===== config.mk =====
export PLATFORM = sky130hd
export DESIGN_NAME = hf_reader_seq
export DESIGN_NICKNAME = d
export VERILOG_FILES = /design/src/rtl/hf_reader_seq.sv
export SDC_FILE = /design/constraint.sdc
export NUM_CORES = 1
export LEC_CHECK = 0
export ABC_AREA = 1
export BUFFER_PORTS_ARGS = -buffer_cell sky130_fd_sc_hd__buf_2
export CAP_MARGIN = 5
export CORE_UTILIZATION = 25
export CTS_CLUSTER_SIZE = 30
export DETAILED_ROUTE_END_ITERATION = 10
export PLACE_DENSITY = 0.41
export SETUP_SLACK_MARGIN = 0.5
export SLEW_MARGIN = 40
export SYNTH_ARGS = -nofsm -noshare
export SYNTH_HDL_FRONTEND = slang
export SYNTH_SLANG_ARGS = --single-unit

===== constraint.sdc =====
create_clock -name osc_clk -period 3.15 [get_ports osc_clk]
set_clock_uncertainty 0.1 [all_clocks]
set_input_delay 0.4725 -clock osc_clk [delete_from_list [all_inputs] [get_ports osc_clk]]
set_output_delay 0.4725 -clock osc_clk [all_outputs]
set_load 0.05 [all_outputs]

===== src/rtl/hf_reader_seq.sv =====
// HF reader sequencer: transmits a pause-modulated command, waits the frame
// delay guard time, then listens and assembles LSB-first bytes from the demodulator.
module hf_reader_seq #(
    parameter int unsigned BIT_TICKS  = 16,
    parameter int unsigned QUIET_BITS = 8
) (
    input  logic        osc_clk,
    input  logic        rst,
    input  logic        start,
    input  logic        abort,
    input  logic [5:0]  tx_len,
    input  logic [31:0] tx_bits,
    input  logic [11:0] fdt_ticks,
    input  logic [15:0] rx_timeout,
    input  logic        curbit,
    output logic [2:0]  mod_type,
    output logic        mod_sig_coil,
    output logic [7:0]  rx_byte,
    output logic        rx_valid,
    output logic        busy,
    output logic        done,
    output logic        timed_out
);
    localparam int unsigned TW = $clog2(BIT_TICKS);
    localparam int unsigned QW = $clog2(QUIET_BITS + 1);

    localparam logic [TW-1:0] TICK_LAST = TW'(BIT_TICKS - 1);
    localparam logic [TW-1:0] TICK_MID  = TW'(BIT_TICKS / 2);
    localparam logic [TW-1:0] TICK_ONE  = TW'(1);
    localparam logic [QW-1:0] QUIET_END = QW'(QUIET_BITS);
    localparam logic [QW-1:0] QUIET_ONE = QW'(1);

    localparam logic [1:0] S_IDLE   = 2'd0;
    localparam logic [1:0] S_TX     = 2'd1;
    localparam logic [1:0] S_GUARD  = 2'd2;
    localparam logic [1:0] S_LISTEN = 2'd3;

    logic [1:0]    state_q, state_d;
    logic [31:0]   tx_bits_q, tx_bits_d;
    logic [5:0]    tx_len_q, tx_len_d;
    logic [11:0]   fdt_q, fdt_d;
    logic [15:0]   rx_to_q, rx_to_d;
    logic [TW-1:0] tick_q, tick_d;
    logic [5:0]    bit_q, bit_d;
    logic [11:0]   guard_q, guard_d;
    logic [15:0]   idle_q, idle_d;
    logic [QW-1:0] quiet_q, quiet_d;
    logic          active_q, active_d;
    logic          pend_q, pend_d;
    logic          exit_q, exit_d;
    logic [2:0]    mod_type_q, mod_type_d;
    logic          mod_sig_coil_q, mod_sig_coil_d;
    logic [7:0]    rx_byte_q, rx_byte_d;
    logic          rx_valid_q, rx_valid_d;
    logic          busy_q, busy_d;
    logic          done_q, done_d;
    logic          timed_out_q, timed_out_d;
    logic          shift_en;

    always_comb begin
        state_d        = state_q;
        tx_bits_d      = tx_bits_q;
        tx_len_d       = tx_len_q;
        fdt_d          = fdt_q;
        rx_to_d        = rx_to_q;
        tick_d         = tick_q;
        bit_d          = bit_q;
        guard_d        = guard_q;
        idle_d         = idle_q;
        quiet_d        = quiet_q;
        active_d       = active_q;
        pend_d         = pend_q;
        exit_d         = exit_q;
        mod_sig_coil_d = mod_sig_coil_q;
        rx_byte_d      = rx_byte_q;
        rx_valid_d     = 1'b0;
        done_d         = 1'b0;
        timed_out_d    = 1'b0;
        shift_en       = 1'b0;

        if (abort) begin
            state_d        = S_IDLE;
            mod_sig_coil_d = 1'b0;
            tick_d         = '0;
            bit_d          = '0;
            guard_d        = '0;
            idle_d         = '0;
            quiet_d        = '0;
            active_d       = 1'b0;
            pend_d         = 1'b0;
            exit_d         = 1'b0;
        end else begin
            case (state_q)
                S_IDLE: begin
                    if (start) begin
                        tx_bits_d = tx_bits;
                        tx_len_d  = (tx_len > 6'd32) ? 6'd32 : tx_len;
                        fdt_d     = fdt_ticks;
                        rx_to_d   = rx_timeout;
                        tick_d    = '0;
                        bit_d     = '0;
                        guard_d   = '0;
                        if (tx_len != 6'd0) begin
                            state_d        = S_TX;
                            mod_sig_coil_d = tx_bits[0];
                        end else begin
                            state_d = S_GUARD;
                        end
                    end
                end
                S_TX: begin
                    if (tick_q == TICK_LAST) begin
                        tick_d = '0;
                        if (bit_q == tx_len_q - 6'd1) begin
                            state_d        = S_GUARD;
                            mod_sig_coil_d = 1'b0;
                            bit_d          = '0;
                            guard_d        = '0;
                        end else begin
                            bit_d          = bit_q + 6'd1;
                            mod_sig_coil_d = tx_bits_q[bit_q[4:0] + 5'd1];
                        end
                    end else begin
                        tick_d = tick_q + TICK_ONE;
                    end
                end
                S_GUARD: begin
                    if (fdt_q == 12'd0 || guard_q == fdt_q - 12'd1) begin
                        state_d   = S_LISTEN;
                        tick_d    = '0;
                        bit_d     = '0;
                        idle_d    = '0;
                        quiet_d   = '0;
                        active_d  = 1'b0;
                        pend_d    = 1'b0;
                        exit_d    = 1'b0;
                        rx_byte_d = '0;
                    end else begin
                        guard_d = guard_q + 12'd1;
                    end
                end
                S_LISTEN: begin
                    // done/timed_out pulse while still in LISTEN; IDLE follows one cycle later.
                    // A byte completing on the frame-ending sample defers done by one cycle.
                    if (exit_q) begin
                        state_d = S_IDLE;
                        exit_d  = 1'b0;
                    end else if (pend_q) begin
                        done_d = 1'b1;
                        pend_d = 1'b0;
                        exit_d = 1'b1;
                    end else begin
                        tick_d   = (tick_q == TICK_LAST) ? '0 : tick_q + TICK_ONE;
                        shift_en = (tick_q == TICK_MID) && (active_q || curbit);
                        if (shift_en) begin
                            active_d  = 1'b1;
                            rx_byte_d = {curbit, rx_byte_q[7:1]};
                            if (bit_q == 6'd7) begin
                                rx_valid_d = 1'b1;
                                bit_d      = '0;
                            end else begin
                                bit_d = bit_q + 6'd1;
                            end
                            if (curbit) begin
                                quiet_d = '0;
                            end else if (quiet_q + QUIET_ONE == QUIET_END) begin
                                quiet_d = '0;
                                if (bit_q == 6'd7) begin
                                    pend_d = 1'b1;
                                end else begin
                                    done_d = 1'b1;
                                    exit_d = 1'b1;
                                end
                            end else begin
                                quiet_d = quiet_q + QUIET_ONE;
                            end
                        end else if (!active_q) begin
                            idle_d = (idle_q == '1) ? idle_q : idle_q + 16'd1;
                            if (rx_to_q != 16'd0 && idle_d == rx_to_q) begin
                                timed_out_d = 1'b1;
                                exit_d      = 1'b1;
                            end
                        end
                    end
                end
                default: state_d = S_IDLE;
            endcase
        end

        busy_d = (state_d != S_IDLE);
        case (state_d)
            S_IDLE:  mod_type_d = 3'b000;
            S_TX:    mod_type_d = 3'b100;
            default: mod_type_d = 3'b011;
        endcase
    end

    always_ff @(negedge osc_clk) begin
        if (rst) begin
            state_q        <= S_IDLE;
            tx_bits_q      <= '0;
            tx_len_q       <= '0;
            fdt_q          <= '0;
            rx_to_q        <= '0;
            tick_q         <= '0;
            bit_q          <= '0;
            guard_q        <= '0;
            idle_q         <= '0;
            quiet_q        <= '0;
            active_q       <= 1'b0;
            pend_q         <= 1'b0;
            exit_q         <= 1'b0;
            mod_type_q     <= 3'b000;
            mod_sig_coil_q <= 1'b0;
            rx_byte_q      <= '0;
            rx_valid_q     <= 1'b0;
            busy_q         <= 1'b0;
            done_q         <= 1'b0;
            timed_out_q    <= 1'b0;
        end else begin
            state_q        <= state_d;
            tx_bits_q      <= tx_bits_d;
            tx_len_q       <= tx_len_d;
            fdt_q          <= fdt_d;
            rx_to_q        <= rx_to_d;
            tick_q         <= tick_d;
            bit_q          <= bit_d;
            guard_q        <= guard_d;
            idle_q         <= idle_d;
            quiet_q        <= quiet_d;
            active_q       <= active_d;
            pend_q         <= pend_d;
            exit_q         <= exit_d;
            mod_type_q     <= mod_type_d;
            mod_sig_coil_q <= mod_sig_coil_d;
            rx_byte_q      <= rx_byte_d;
            rx_valid_q     <= rx_valid_d;
            busy_q         <= busy_d;
            done_q         <= done_d;
            timed_out_q    <= timed_out_d;
        end
    end

    assign mod_type     = mod_type_q;
    assign mod_sig_coil = mod_sig_coil_q;
    assign rx_byte      = rx_byte_q;
    assign rx_valid     = rx_valid_q;
    assign busy         = busy_q;
    assign done         = done_q;
    assign timed_out    = timed_out_q;

endmodule


Word-level counts from Yosys, hierarchy flattened --
Cells that the tools add are included.
Storage, ports and cells: word-level logic and storage cells 161, register bits 129
Operators by class: muxes and demuxes 78, $lt $le $gt $ge 2, bitwise gates (word level) 3, reductions and logical operators 27, eq/ne operators 23, $add $sub $neg 8
Operators with widths (number):
- $mux W16 | 6
- $mux W6 | 9
- $mux W12 | 4
- $mux W4 | 10
- $pmux W12 S3 | 1
- $mux W8 | 4
- $pmux W16 S2 | 1
- $mux W1 | 25
- $pmux W6 S4 | 1
- $ne A2 B2 Y1 const B | 11
- $reduce_and A6 Y1 | 3
- $add A16 B1 Y16 const B | 1
- $eq A16 B16 Y1 | 1
- $eq A16 B16 Y1 const B | 1
- $pmux W4 S4 | 1
- $pmux W8 S2 | 1
- $reduce_bool A16 Y1 | 1
- $mux W2 | 7
- $add A12 B1 Y12 const B | 1
- $eq A12 B12 Y1 | 1
- $eq A4 B4 Y1 const B | 3
- $logic_not A12 Y1 | 1
- $reduce_or A6 Y1 | 2
- $sub A12 B1 Y12 const B | 1
- 28 further kinds | 44

Longest topological paths before layout --
depth in word-level cells 10, depth in mapped cells 16, mapped depth without buffers 16

==> metrics list <==
* Netlist area before placement: slightly above 7000 µm²
- Walking the worst path, the cells encountered are buf_8.
- Share of the synthesized area in compound gates (AO/OA/AOI/OAI): 0.152
- DIE HEIGHT: 172 µm
- Final weighted congestion of routability-driven global placement: 0.842
- Average wire per standard cell: ~15 µm
- The flow ran to the end, and the final reports show no timing, DRC or antenna violations.
- Counting every instance in the synthesized netlist gives roughly 1,100.
- Setup slack closes at 0.0382 ns.
- Input and output buffers added on the ports amount to 86.
- Cell types occupying the most area after synthesis: sky130_fd_sc_hd__dfxtp_1, sky130_fd_sc_hd__nand2_1, sky130_fd_sc_hd__nor2_1
- During synthesis, Yosys emitted a total of 0 warnings.
- Overall fraction of global-route tracks in use: 0.180
- Dividing total power by cell area gives a power density of about 460 nW/µm².
- Min-Delay Path Class: register to register
- The net count of the finished layout is between 1,000 and 1,500.
- Area fraction of the dominant cell type after synthesis: 0.356
* Relative area change from synthesis to final layout: 62.2%
* Per-instance average area after synthesis: 6.64 µm²
* H-Tree Depth: 4
- Clock buffers created by TritonCTS: 17
- Total of hold buffers inserted after clock tree synthesis: 0
* Floorplan die area: 29,400 µm²
- Endpoint arrival time on the critical path: 2.54 ns
* Reg clk slew, reported paths: approximately 0.05 ns
- After synthesis, the largest family of logic cells by area is simple AND/OR/NAND/NOR gates.
- Initial antenna violation count: 0
* Number of optimization iterations in the first detailed-route pass: 5
* Max transition margin: 0.469
- Top Family by Delay on Critical Path: flip-flops
* Final number of hold-violating endpoints: 0
* Adder and majority gate portion of the synthesized area: 0.0174
* HPWL after DPL: 16.1 mm
- Among all stages on the critical path, the largest delay is contributed by sky130_fd_sc_hd__dfxtp_2.
- Global routing finished with a remaining overflow of 0.
* Max stage delay on crit path: between 0.3 and 0.4 ns
- Most frequently used cell type in the post-synthesis netlist: sky130_fd_sc_hd__nand2_1
- Worst Tran Pin Value: roughly 0.79 ns
- Rows: between 60 and 70
* Leakage power: 5.35 nW
- Endpoints failing setup: 0
- Summing internal, switching and leakage power gives between 5 and 6 mW.
- Measured against the total synthesized area, the mux share comes to 0.
- Final number of max-transition violations: 0
- Worst skew pair latency: approximately 0.46 ns
* Critical Path End Type: output port
- Clk Tree Root Cell: sky130_fd_sc_hd__clkbuf_16
* Worst-case vdd ir drop: 0.428 mV
- Kind of start point of the critical path: register
* Clock tree from TritonCTS: yes
- No sink is reached through more buffers than the 2 on the longest clock path.
- The critical path is of the register to output port type.
- Of the synthesized area, sequential elements account for 0.356.
- Nets in the synthesized netlist: about 1,200
* ANT cells: 0
* Number of distinct library cells after synthesis: 44
* Synth cell count leaders: sky130_fd_sc_hd__nand2_1, sky130_fd_sc_hd__nor2_1, sky130_fd_sc_hd__dfxtp_1
- Entering global routing, the biggest net connects 50 pins.
* Share of the core filled with cells: 0.416
- Setup repair after global routing could not meet its margin everywhere.
* Ratio of cells with drive above 1 in the final layout: 0.357
* Post-detailed-route DRC marker count: 0
- Detail Route Antenna Nets: 0
- Number of top-level pins: 87
- Number of global-route vias before repair: between 8,000 and 9,000
- For this block, the via count after detailed routing is roughly 8,100.
- Buffers & Inverters on Critical Path: 1
- CP max FO: 2
* Total core area: around 28,000 µm²
- Across the run, the number of max-cap violations was 0.
- First-pass GRT wire length: 40.6 mm
- Synth area leader: sky130_fd_sc_hd__dfxtp_1
* Post-synthesis register bit count: 128
- Simple-gate portion of the synthesized area: 0.340
- Post-place setup slack: -0.180 ns
- In the routed layout, each cell is associated on average with a via count of 4.62.
- Of all flip-flops after synthesis, the portion carrying an async set or reset was 0.
- Initial standard-cell utilization of the core: 0.257
* Commonest register cell after synthesis: sky130_fd_sc_hd__dfxtp_1
- Clock tree sinks: between 100 and 150
- The first routing iteration left between 300 and 400 violations.
* Data required time at the worst endpoint: approximately 2.6 ns
* Die width: between 150 and 200 µm
- Routed WL: approximately 26 mm
* Post-Synth XOR/XNOR Area: 0.0426
- Yosys mapped a number of flops with a built-in enable equal to 0.
timing repair:
item	4_1_cts	5_1_grt
buffers inserted	24	11
hold endpoints to repair	0	0
pin swaps	54	77
gates cloned	14	2
setup endpoints to repair	141	142
gates resized for setup	254	166
cell usage in the layout (no fill, tap or decap), types with 11 or more instances in the layout:
| cell | netlist | routed |
|---|---|---|
| sky130_fd_sc_hd__nand2_1 | 220 | 189 |
| sky130_fd_sc_hd__clkbuf_16 | 0 | 17 |
| sky130_fd_sc_hd__a21oi_2 | 10 | 64 |
| sky130_fd_sc_hd__buf_12 | 1 | 15 |
| sky130_fd_sc_hd__buf_16 | 0 | 13 |
| sky130_fd_sc_hd__inv_1 | 115 | 236 |
| sky130_fd_sc_hd__buf_6 | 2 | 30 |
| sky130_fd_sc_hd__o21ai_1 | 4 | 11 |
| sky130_fd_sc_hd__xor2_1 | 19 | 19 |
| sky130_fd_sc_hd__nand2_2 | 19 | 22 |
| sky130_fd_sc_hd__nor2_2 | 11 | 22 |
| sky130_fd_sc_hd__a21oi_1 | 89 | 32 |
| sky130_fd_sc_hd__dfxtp_1 | 128 | 113 |
| sky130_fd_sc_hd__nor2_1 | 155 | 117 |
| sky130_fd_sc_hd__nand2_4 | 2 | 28 |
| sky130_fd_sc_hd__o21ai_2 | 0 | 50 |
| sky130_fd_sc_hd__nand3_1 | 75 | 70 |
| sky130_fd_sc_hd__buf_8 | 0 | 20 |
| sky130_fd_sc_hd__buf_2 | 10 | 66 |
| sky130_fd_sc_hd__o21ai_4 | 0 | 14 |
| sky130_fd_sc_hd__o21ai_0 | 82 | 11 |
| sky130_fd_sc_hd__nor2_4 | 1 | 28 |
| sky130_fd_sc_hd__buf_4 | 2 | 22 |
| sky130_fd_sc_hd__xnor2_1 | 16 | 16 |
| sky130_fd_sc_hd__nand4_1 | 23 | 23 |
| sky130_fd_sc_hd__dfxtp_2 | 0 | 11 |
path summary, 6_finish.rpt:
check             slack [ns]                        end  cells after the start                       from
setup / recovery        0.04                 rx_byte[2]                      1    rx_byte[2]$_SDFFE_NP0P_
hold / removal          0.37  tx_bits_q[1]$_SDFFE_NP0P_                      2  tx_bits_q[1]$_SDFFE_NP0P_
setup reg to reg        0.61      bit_q[0]$_SDFFE_NP0P_                     11   tx_len_q[0]$_SDFFE_NP0P_
hold reg to reg         0.37  tx_bits_q[1]$_SDFFE_NP0P_                      2  tx_bits_q[1]$_SDFFE_NP0P_
sequential cells by signal, indices dropped and copies added, names as in the netlist:
| signal | flops |
|---|---|
| state_q | 2 |
| pend_q | 1 |
| busy | 1 |
| guard_q | 12 |
| exit_q | 1 |
| tick_q | 4 |
| bit_q | 6 |
| rx_to_q | 16 |
| rx_byte | 8 |
| done | 1 |
| rx_valid | 1 |
| fdt_q | 12 |
| timed_out | 1 |
| idle_q | 16 |
| quiet_q | 4 |
| mod_type | 2 |
| tx_bits_q | 32 |
| tx_len_q | 6 |
| mod_sig_coil | 1 |
| active_q | 1 |
logic make-up (layout without fill, tap and decap cells):
logic type               after synthesis  in the layout
AND/OR/NAND/NOR                      547            549
AO/OA/AOI/OAI                        202            202
buffers and inverters                161            442
flip-flops                           128            128
XOR/XNOR                              35             35
adder cells (fa/ha/maj)               10             10
where the power goes:
part / total [mW] / leakage (nW) / switching (mW) / internal, mW
logic: 0.890 / 3.32 / 0.494 / 0.397
clock network: 2.75 / 0.984 / 1.33 / 1.42
registers: 1.76 / 1.05 / 0.0611 / 1.70
total: 5.40 / 5.35 / 1.89 / 3.51
cell type report:
type                       count  area, µm²
sequential                   128       2590
tap                          378        473
inverter                     116        460
fill                        2911      16400
clock inverter               143        659
timing repair buffer         166       1790
clock buffer                  17        425
multi-input combinational    796       5260
stage by stage:
step	hold slack, ns	cells	cell area [µm²]	TNS [ns]
6_report	0.367	1744	11700	0
5_1_grt	0.382	1744	11700	-0.0368
4_1_cts	0.366	1731	10900	0
3_5_place_dp	0.351	1534	8470	-6.58
3_3_place_gp	0.354	1534	8470	-5.44
2_1_floorplan	0.324	1083	7610	0
routing by layer:
layer,global-route usage,routed length (µm),part of all wire,vias up
met5,0,0,0,-
met4,0.0951,491,0.019,0
met3,0.0619,1220,0.048,41
met2,0.281,12100,0.48,192
met1,0.216,11700,0.46,3720
li1,-,-,-,4101
Power figures use the tool's default switching activity.
